## src/rtl/riscv_pkg.sv

```systemverilog
`default_nettype none
// ============================================================================
// Module      : riscv_pkg
// Description : Shared RV32I definitions for the memory-access stage:
//               load/store width encodings (funct3), writeback result-select
//               encodings, the memory-stage FSM state type and a funct3
//               legality helper.
// Revision    : 1.0 - initial release
// ============================================================================
package riscv_pkg;

  // Load/store width and sign encodings carried in funct3
  localparam logic [2:0] F3_B  = 3'b000;
  localparam logic [2:0] F3_H  = 3'b001;
  localparam logic [2:0] F3_W  = 3'b010;
  localparam logic [2:0] F3_BU = 3'b100;
  localparam logic [2:0] F3_HU = 3'b101;

  // Writeback result-select encodings
  localparam logic [1:0] RES_ALU = 2'b00;
  localparam logic [1:0] RES_MEM = 2'b01;
  localparam logic [1:0] RES_PC4 = 2'b10;

  // Memory-stage bus FSM
  typedef enum logic [0:0] {
    MEM_IDLE = 1'b0,
    MEM_BUSY = 1'b1
  } mem_state_t;

  // Unsigned widths only exist for loads; stores accept B/H/W.
  function automatic logic f3_legal(input logic [2:0] f3, input logic is_store);
    logic ok;
    ok = 1'b0;
    case (f3)
      F3_B, F3_H, F3_W: ok = 1'b1;
      F3_BU, F3_HU:     ok = ~is_store;
      default:          ok = 1'b0;
    endcase
    return ok;
  endfunction

endpackage
`default_nettype wire

```

## src/rtl/lsu_align.sv

```systemverilog
`default_nettype none
// ============================================================================
// Module      : lsu_align
// Description : Combinational byte-lane steering for RV32I loads and stores.
//               Ports:
//                 addr_lo    in  2   byte offset within the word
//                 funct3     in  3   width/sign encoding
//                 wdata      in  32  raw store data (rs2)
//                 rdata      in  32  raw read word from memory
//                 be         out 4   store byte enables
//                 wdata_out  out 32  lane-replicated store data
//                 rdata_ext  out 32  selected and extended load data
//                 misaligned out 1   access crosses its natural alignment
// Revision    : 1.0 - initial release
// ============================================================================
module lsu_align (
  input  logic [1:0]  addr_lo,
  input  logic [2:0]  funct3,
  input  logic [31:0] wdata,
  input  logic [31:0] rdata,
  output logic [3:0]  be,
  output logic [31:0] wdata_out,
  output logic [31:0] rdata_ext,
  output logic        misaligned
);
  import riscv_pkg::*;

  // Move the addressed byte/half down to bit 0 before extension
  logic [31:0] w_shifted;
  assign w_shifted = rdata >> {addr_lo, 3'b000};

  always_comb begin
    be         = 4'b1111;
    wdata_out  = wdata;
    rdata_ext  = rdata;
    misaligned = 1'b0;
    case (funct3)
      F3_B, F3_BU: begin
        be        = 4'b0001 << addr_lo;
        wdata_out = {4{wdata[7:0]}};
        rdata_ext = (funct3 == F3_B) ? {{24{w_shifted[7]}}, w_shifted[7:0]}
                                     : {24'b0, w_shifted[7:0]};
      end
      F3_H, F3_HU: begin
        be         = 4'b0011 << addr_lo;
        wdata_out  = {2{wdata[15:0]}};
        rdata_ext  = (funct3 == F3_H) ? {{16{w_shifted[15]}}, w_shifted[15:0]}
                                      : {16'b0, w_shifted[15:0]};
        misaligned = addr_lo[0];
      end
      F3_W: begin
        misaligned = |addr_lo;
      end
      default: ;
    endcase
  end

endmodule
`default_nettype wire

```

## src/rtl/mem_stage.sv

```systemverilog
`default_nettype none
// ============================================================================
// Module      : mem_stage
// Description : RV32I memory-access stage. Issues data-memory requests,
//               steers byte lanes, stalls the pipeline while an access is
//               outstanding and owns the MEM/WB pipeline register.
//               Ports:
//                 clk, reset            clock, async active-high reset
//                 *_m                   EX/MEM instruction fields
//                 dmem_req/we/addr/wdata/be, dmem_ack/rdata   data bus
//                 stall_mem             freeze upstream stages
//                 exc_misalign, exc_bus single-cycle fault pulses
//                 *_w                   MEM/WB register to writeback
// Revision    : 1.0 - initial release
// ============================================================================
module mem_stage #(
  parameter int ACK_TIMEOUT = 0
) (
  input  logic        clk,
  input  logic        reset,
  input  logic        valid_m,
  input  logic        regwrite_m,
  input  logic [1:0]  result_src_m,
  input  logic        memread_m,
  input  logic        memwrite_m,
  input  logic [2:0]  funct3_m,
  input  logic [31:0] alu_result_m,
  input  logic [31:0] write_data_m,
  input  logic [4:0]  rd_m,
  input  logic [31:0] pc_plus_4_m,
  output logic        dmem_req,
  output logic        dmem_we,
  output logic [31:0] dmem_addr,
  output logic [31:0] dmem_wdata,
  output logic [3:0]  dmem_be,
  input  logic        dmem_ack,
  input  logic [31:0] dmem_rdata,
  output logic        stall_mem,
  output logic        exc_misalign,
  output logic        exc_bus,
  output logic        regwrite_w,
  output logic [1:0]  result_src_w,
  output logic [31:0] alu_result_w,
  output logic [31:0] readdata_w,
  output logic [4:0]  rd_w,
  output logic [31:0] pc_plus_4_w
);
  import riscv_pkg::*;

  localparam int c_cnt_w = (ACK_TIMEOUT > 0) ? $clog2(ACK_TIMEOUT + 1) : 1;

  mem_state_t         r_state;
  mem_state_t         w_state_nxt;
  logic [c_cnt_w-1:0] r_cnt;

  logic [3:0]  w_be;
  logic [31:0] w_wdata_out;
  logic [31:0] w_rdata_ext;
  logic        w_misaligned;

  logic w_is_mem;
  logic w_legal;
  logic w_mem_op;
  logic w_fault;
  logic w_timeout;
  logic w_req;
  logic w_stall;
  logic w_complete;
  logic w_abort;

  lsu_align u_lsu_align (
    .addr_lo    (alu_result_m[1:0]),
    .funct3     (funct3_m),
    .wdata      (write_data_m),
    .rdata      (dmem_rdata),
    .be         (w_be),
    .wdata_out  (w_wdata_out),
    .rdata_ext  (w_rdata_ext),
    .misaligned (w_misaligned)
  );

  // A load that is also a store has no meaning and is rejected as illegal
  assign w_is_mem = memread_m | memwrite_m;
  assign w_legal  = ~(memread_m & memwrite_m) & f3_legal(funct3_m, memwrite_m) & ~w_misaligned;
  assign w_mem_op = valid_m & w_is_mem & w_legal;
  assign w_fault  = valid_m & w_is_mem & ~w_legal;

  // Counter holds the number of BUSY cycles already spent waiting
  assign w_timeout = (ACK_TIMEOUT != 0) && (r_state == MEM_BUSY) &&
                     (r_cnt == c_cnt_w'(ACK_TIMEOUT));

  always_ff @(posedge clk or posedge reset) begin
    if (reset) begin
      r_state <= MEM_IDLE;
    end else begin
      r_state <= w_state_nxt;
    end
  end

  always_comb begin
    w_state_nxt = r_state;
    w_req       = 1'b0;
    w_stall     = 1'b0;
    w_complete  = 1'b0;
    w_abort     = 1'b0;
    case (r_state)
      MEM_IDLE: begin
        if (w_mem_op) begin
          w_req = 1'b1;
          if (dmem_ack) begin
            w_complete = 1'b1;
          end else begin
            w_stall     = 1'b1;
            w_state_nxt = MEM_BUSY;
          end
        end else if (!w_fault) begin
          // Non-memory instruction or empty slot passes straight through
          w_complete = 1'b1;
        end
      end
      MEM_BUSY: begin
        if (w_timeout) begin
          // Request is dropped; stall released so the faulting op leaves as a bubble
          w_abort     = 1'b1;
          w_state_nxt = MEM_IDLE;
        end else begin
          w_req = 1'b1;
          if (dmem_ack) begin
            w_complete  = 1'b1;
            w_state_nxt = MEM_IDLE;
          end else begin
            w_stall = 1'b1;
          end
        end
      end
      default: w_state_nxt = MEM_IDLE;
    endcase
  end

  always_ff @(posedge clk or posedge reset) begin
    if (reset) begin
      r_cnt <= '0;
    end else if ((ACK_TIMEOUT != 0) && (r_state == MEM_BUSY) && w_stall) begin
      r_cnt <= r_cnt + 1'b1;
    end else begin
      r_cnt <= '0;
    end
  end

  // Bus side; request and stall are masked during reset since the FSM
  // may still see a legal op on the EX/MEM inputs.
  assign dmem_req   = w_req & ~reset;
  assign stall_mem  = w_stall & ~reset;
  assign dmem_we    = memwrite_m & dmem_req;
  assign dmem_addr  = {alu_result_m[31:2], 2'b00};
  assign dmem_wdata = w_wdata_out;
  assign dmem_be    = memwrite_m ? w_be : 4'b1111;

  // MEM/WB register: loads every edge; only regwrite_w qualifies the payload
  always_ff @(posedge clk or posedge reset) begin
    if (reset) begin
      regwrite_w   <= 1'b0;
      result_src_w <= 2'b00;
      alu_result_w <= 32'b0;
      readdata_w   <= 32'b0;
      rd_w         <= 5'b0;
      pc_plus_4_w  <= 32'b0;
      exc_misalign <= 1'b0;
      exc_bus      <= 1'b0;
    end else begin
      regwrite_w   <= w_complete & valid_m & regwrite_m;
      result_src_w <= result_src_m;
      alu_result_w <= alu_result_m;
      readdata_w   <= w_rdata_ext;
      rd_w         <= rd_m;
      pc_plus_4_w  <= pc_plus_4_m;
      exc_misalign <= (r_state == MEM_IDLE) & w_fault;
      exc_bus      <= w_abort;
    end
  end

endmodule
`default_nettype wire

```

## config.mk

```make
export PLATFORM = sky130hd
export DESIGN_NAME = mem_stage
export DESIGN_NICKNAME = d
export VERILOG_FILES = /design/src/rtl/riscv_pkg.sv /design/src/rtl/lsu_align.sv /design/src/rtl/mem_stage.sv
export SDC_FILE = /design/constraint.sdc
export NUM_CORES = 1
export LEC_CHECK = 0
export CAP_MARGIN = 20
export CORE_MARGIN = 2
export CORE_UTILIZATION = 30
export DETAILED_ROUTE_END_ITERATION = 10
export PLACE_DENSITY = 0.77
export SLEW_MARGIN = 5
export SYNTH_ARGS = -nofsm -noshare
export SYNTH_HDL_FRONTEND = slang
export SYNTH_SLANG_ARGS = --single-unit
export TNS_END_PERCENT = 20
```

## constraint.sdc

```tcl
create_clock -name clk -period 4.8 [get_ports clk]
set_clock_uncertainty 0.15 [all_clocks]
set_input_delay 0.96 -clock clk [delete_from_list [all_inputs] [get_ports clk]]
set_output_delay 0.96 -clock clk [all_outputs]
set_load 0.02 [all_outputs]
```

# Word-level counts from Yosys, hierarchy flattened
# Cells that the tools add are included.
[totals] reg_bits=106
[op_classes] eq_ne=4 shift=3 mux=17 n_bitwise=19 reduce_logical=6
[ops] operator="$pmux W32 S2" count=2
[ops] operator="$mux W32" count=2
[ops] operator="$shr A32 B5 Y16" count=1
[ops] operator="$and A1 B1 Y1" count=12
[ops] operator="$pmux W1 S2" count=5
[ops] operator="$pmux W4 S2" count=1
[ops] operator="$reduce_or A2 Y1" count=4
[ops] operator="$eq A3 B3 Y1 const B" count=2
[ops] operator="$mux W1" count=6
[ops] operator="$not A1 Y1" count=6
[ops] operator="$mux W4" count=1
[ops] operator="$shl A1 B2 Y4 const A" count=1
[ops] operator="$shl A2 B2 Y4 const A" count=1
[ops] operator="$eq A3 B1 Y1 const B" count=1
[ops] operator="$eq A3 B2 Y1 const B" count=1
[ops] operator="$logic_not A3 Y1" count=1
[ops] operator="$reduce_or A3 Y1" count=1
[ops] operator="$or A1 B1 Y1" count=1

# Logic depth before layout (Yosys ltp)
[depth] ltp_word=12 ltp_mapped=5 depth_no_buf=3

# Modules after synthesis
# A second synthesis with hierarchy kept.
[unflattened] hier_cells=344 hier_area_um2=4279.1
[by_module_without_submodules] module="mem_stage" instances=1 cells_per_inst=160 area_per_inst_um2=3027.9 seq_area_each_um2=2652.5
[by_module_without_submodules] module="lsu_align" instances=1 cells_per_inst=184 area_per_inst_um2=1251.2 seq_area_each_um2=0.0

# Worst setup path after synthesis
# No wires, ideal clock.
[synth_timing] kind="input port to output port" start="input reset" end="output dmem_req" arrival_time_ps=3561 setup_slack_ps=129 path_stages=3 path_buffers=0 path_cell_list="inv_1 nand2_1 o31ai_1"
[synth_via] elab_chain_len=2
[synth_lines] element="start, declared" line_no="mem_stage.sv:20" rtl="input logic reset,"
[synth_lines] element="$not A1 Y1" line_no="mem_stage.sv:152" rtl="assign dmem_req = w_req & ~reset;"
[synth_lines] element="$and A1 B1 Y1" line_no="mem_stage.sv:152"
[synth_lines] element="end, declared" line_no="mem_stage.sv:31" rtl="output logic dmem_req,"
# Every way passes these cells.

# Worst setup path after layout
[layout_timing] start="input funct3_m[0]" end="output dmem_wdata[11]"
[layout_via] elab_chain_len=3 word_cells_on_any_way=7
[layout_lines] element="start, declared" line_no="mem_stage.sv:26" rtl="input logic [2:0] funct3_m,"
[layout_lines] element="$eq A3 B3 Y1 (tied with other cells)" line_no="lsu_align.sv:37" rtl="case (funct3)"
[layout_lines] element="$reduce_or A2 Y1" line_no="lsu_align.sv:37"
[layout_lines] element="$pmux W32 S2 *" line_no="lsu_align.sv:37"
[layout_lines] element="end, declared" line_no="mem_stage.sv:34" rtl="output logic [31:0] dmem_wdata,"
# Every way passes the cells marked *; elsewhere a longest branch is shown, timed or not.

==> results.md <==
- The clock slew seen by the registers of the worst setup and hold paths is 0.08 ns.
- TritonCTS built the clock tree.
- Once the clock tree was built, the setup fixing pass inserted 0 buffers.
- Cells with a size suffix above 1 make up 8.32% of the layout.
- The number of failing setup endpoints in the final timing report is 0.
- The worst register-to-register path ends at regwrite_w.
- The mapped netlist covers 4370 um^2.
- The final layout contains 778 nets.
- The main flop type after synthesis is dfrtp_1.
- The post-route clock period utilization is 84.4%.
- For this run, the total global-route usage over all layers was measured as 17.6%.
- The startpoint of the worst-slack reg-to-reg timing path is r_state.
- The number of distinct library cells after synthesis is 35.
- The first global-routing pass estimated 21400 um of wire.
- For the final routed database, the setup TNS stands at 0 ns.
- The endpoint type of the worst setup path is a primary output.
- The number of hold violations in the final report is 0.
- The detail route stage leaves a number of antenna-violating nets equal to 0.
- The max-slew headroom at the worst pin is 46.9%.
- The synthesized design contains 106 register bits.
- The number of design-rule violations left by the first detailed-router iteration is 129.
- The area growth from synthesis to layout is 76.4%.
- Yosys attributes the largest share of cell area to dfrtp_1, buf_4, mux2_2, mux2i_1, nand2_1.
- The sequential fraction of the synthesis area is 60.7%.
- The cell row count is 44.
- Summed over all layers, the routed wires come to 14300 um.
- The end of the worst hold path is exc_misalign.
- The library cell with the largest summed area after synthesis is dfrtp_1.
- The floorplan step defined a die boundary enclosing 15600 um^2.
- STA puts the critical path data arrival time at 2.94 ns.
- Data on the critical path is required at its endpoint by 3.69 ns.
- The largest net degree at the start of global routing is 68.
- The cell at the root of the clock tree is clkbuf_16.
- The launch point of the worst path is funct3_m[0].
- In the synthesized netlist, the number of instances is 357.
- The worst-case setup margin in the final layout is 0.751 ns.
- Across the run, the number of max-cap violations was 0.
- Measured along the x axis, the die boundary spans 125 um.
- The hold buffer count at CTS is 0.
- The worst hold path belongs to the class register to register.
- Derived from the worst setup path, the maximum achievable clock frequency is 247 MHz.
- Dividing the detail-routed via count by the number of cells gives 4.66.
- The via count of the first global-routing pass is 3924.
- The first detailed-routing pass took 5 iterations.
- The startpoint identified for the worst hold timing path is r_state.
- Once the clock tree was built, the resizer swapped 0 gates to a different size.
- The region available for standard cell placement spans 14400 um^2.
- The category of the critical setup timing path is input pin to primary output.
- 0 antenna diodes ended up in the layout.
- The average wire per cell in the routed design is 17.5 um.
- The DRC violation count after routing is 0.
- The buffer depth of the longest clock path is 2.
- In the synthesized netlist, the cells that appear most often are dfrtp_1, buf_4, nand2_1.
- The peak supply drop is 0.000144 V.
- Counting the buffers created by CTS gives 9.
- The final route contains 3826 vias.
- In this run the power density over the cells is 293 nW/um^2.
- The non-filler instance count after layout is 821.
- At the end of the flow the core is filled with cells to 53.7%.
- The number of antenna violations at the first check in global routing was 0.
- The actual slew at the worst max-slew pin is 0.796 ns.
- Detailed placement finished with a half-perimeter wire length of 11400 um.
- The max-slew violation total from the final report came to 0.
- Of all flip-flops after synthesis, the portion carrying an async set or reset was 100%.
- During synthesis, Yosys emitted a total of 0 warnings.
- The most frequent cell after synthesis is dfrtp_1.
- The shortest clock period the worst path allows after layout is 4.05 ns.
- Measured in cells, the most critical reg-to-reg path has a length of 2.
- In this run the vertical extent of the chip is 125 um.
- In this run the number of H-tree levels came out at 3.
- Hold timing on the final database bottoms out at a slack of 0.432 ns.
- Clock tree synthesis found a total of 106 sinks.
- The initial utilization of the core area, before any placement, comes to 30.4%.
- The overall overflow remaining after global route is 0.
- The number of buffers added on ports is 318.
- The fraction of post-synthesis cell area in the top cell type by area is 60.7%.
- Prior to clock tree synthesis, the placed netlist has a worst setup slack of 0.724 ns.
- The slack of the worst reg-to-reg path is 3.77 ns.
- Once placement completed, the tool counted placed cells totaling 806.
- Setup repair after global routing left no endpoint under its margin.
- The average instance area after synthesis is 12.2 um^2.
- The I/O pin count is 322.
- Counting instances, the worst hold path has a depth of 1.
- At the end of routability-driven placement, the weighted congestion stood at 0.865.
- The worst setup path is launched from an input pin.
- Along the worst path, the maximum fanout reaches 9.
- The run finished with clean final reports.
- In this run the static leakage power is 3.20 nW.
- The number of enable-type register cells in the synthesized netlist is 0.
- The clock insertion delay at the later pin of the skew report is 0.34 ns.
## worst max path at each step
stage                           endpoint  slack (ns)  cells past startpoint
after global routing      dmem_wdata[12]        0.67                      5
final                     dmem_wdata[11]        0.75                      5
after CTS                 dmem_wdata[11]        0.72                      5
after detailed placement  dmem_wdata[11]        0.72                      5
after floorplan                 dmem_req        0.13                      3
after global placement    dmem_wdata[13]        0.76                      5
## metal layers
metal	global-route usage, %	vias up	share of wire (%)
met5	0	-	0
met4	4.56	0	1.5
met3	4.25	23	7.1
met2	34.7	241	55
met1	18.5	1829	37
li1	-	1733	-
## cell type report
| class | count | area [um^2] |
|---|---|---|
| clock inverters | 5 | 47.5 |
| clock buffers | 10 | 239 |
| well taps | 184 | 230 |
| flip-flops and latches | 106 | 2650 |
| multi-input cells | 182 | 1270 |
| fillers | 1238 | 6650 |
| repair buffers | 326 | 3240 |
| inverters | 8 | 32.5 |
## worst max-delay path, stage by stage
cell	delay (ns)
clkdlybuf4s50_1	0.47
buf_4	0.20
nor2_2	0.37
mux2_2	0.39
clkdlybuf4s50_1	0.54
## kinds of logic after synthesis
family,Yosys count,share of synthesized area [%]
muxes,44,11.0
DFF,106,60.7
and+or+nand+nor,73,8.27
other,1,0.0858
buffers and inverters,71,10.4
AOI/OAI and AO/OA,62,9.59
## layout by cell type, fill, tap and decap left out, types with 2 or more instances in the layout
cell	netlist	layout
o21ai_0	20	20
and3_1	8	8
inv_1	8	7
mux2i_1	19	19
clkdlybuf4s50_1	0	317
buf_4	41	8
nor2_1	3	3
o221ai_1	9	9
mux2_2	24	24
a22oi_1	6	6
dfrtp_1	106	106
nor2b_1	4	4
clkinv_4	0	2
nand2_1	38	38
nand2b_1	11	11
inv_8	0	2
clkbuf_16	0	9
conb_1	1	3
o31ai_1	18	18
a21oi_1	4	4
## power breakdown
| part | leakage (nW) | switching [mW] | internal [mW] |
|---|---|---|---|
| Clock | 0.139 | 0.332 | 0.373 |
| Combinational | 1.81 | 0.282 | 0.307 |
| Sequential | 1.25 | 0.0170 | 0.949 |
| Total | 3.20 | 0.631 | 1.63 |
## through the flow
stage,area (um^2),total power [mW]
3_3_place_gp,7430,1.57
4_1_cts,7710,2.29
2_1_floorplan,4380,1.25
3_5_place_dp,7430,1.58
5_1_grt,7710,2.35
6_report,7710,2.26
## registers in the layout, indices dropped and copies added (netlist names)
register      flops
r_state           1
exc_misalign      1
pc_plus_4_w      32
readdata_w       32
rd_w              5
alu_result_w     32
result_src_w      2
regwrite_w        1
No activity file was read; power rests on OpenSTA's default activity.
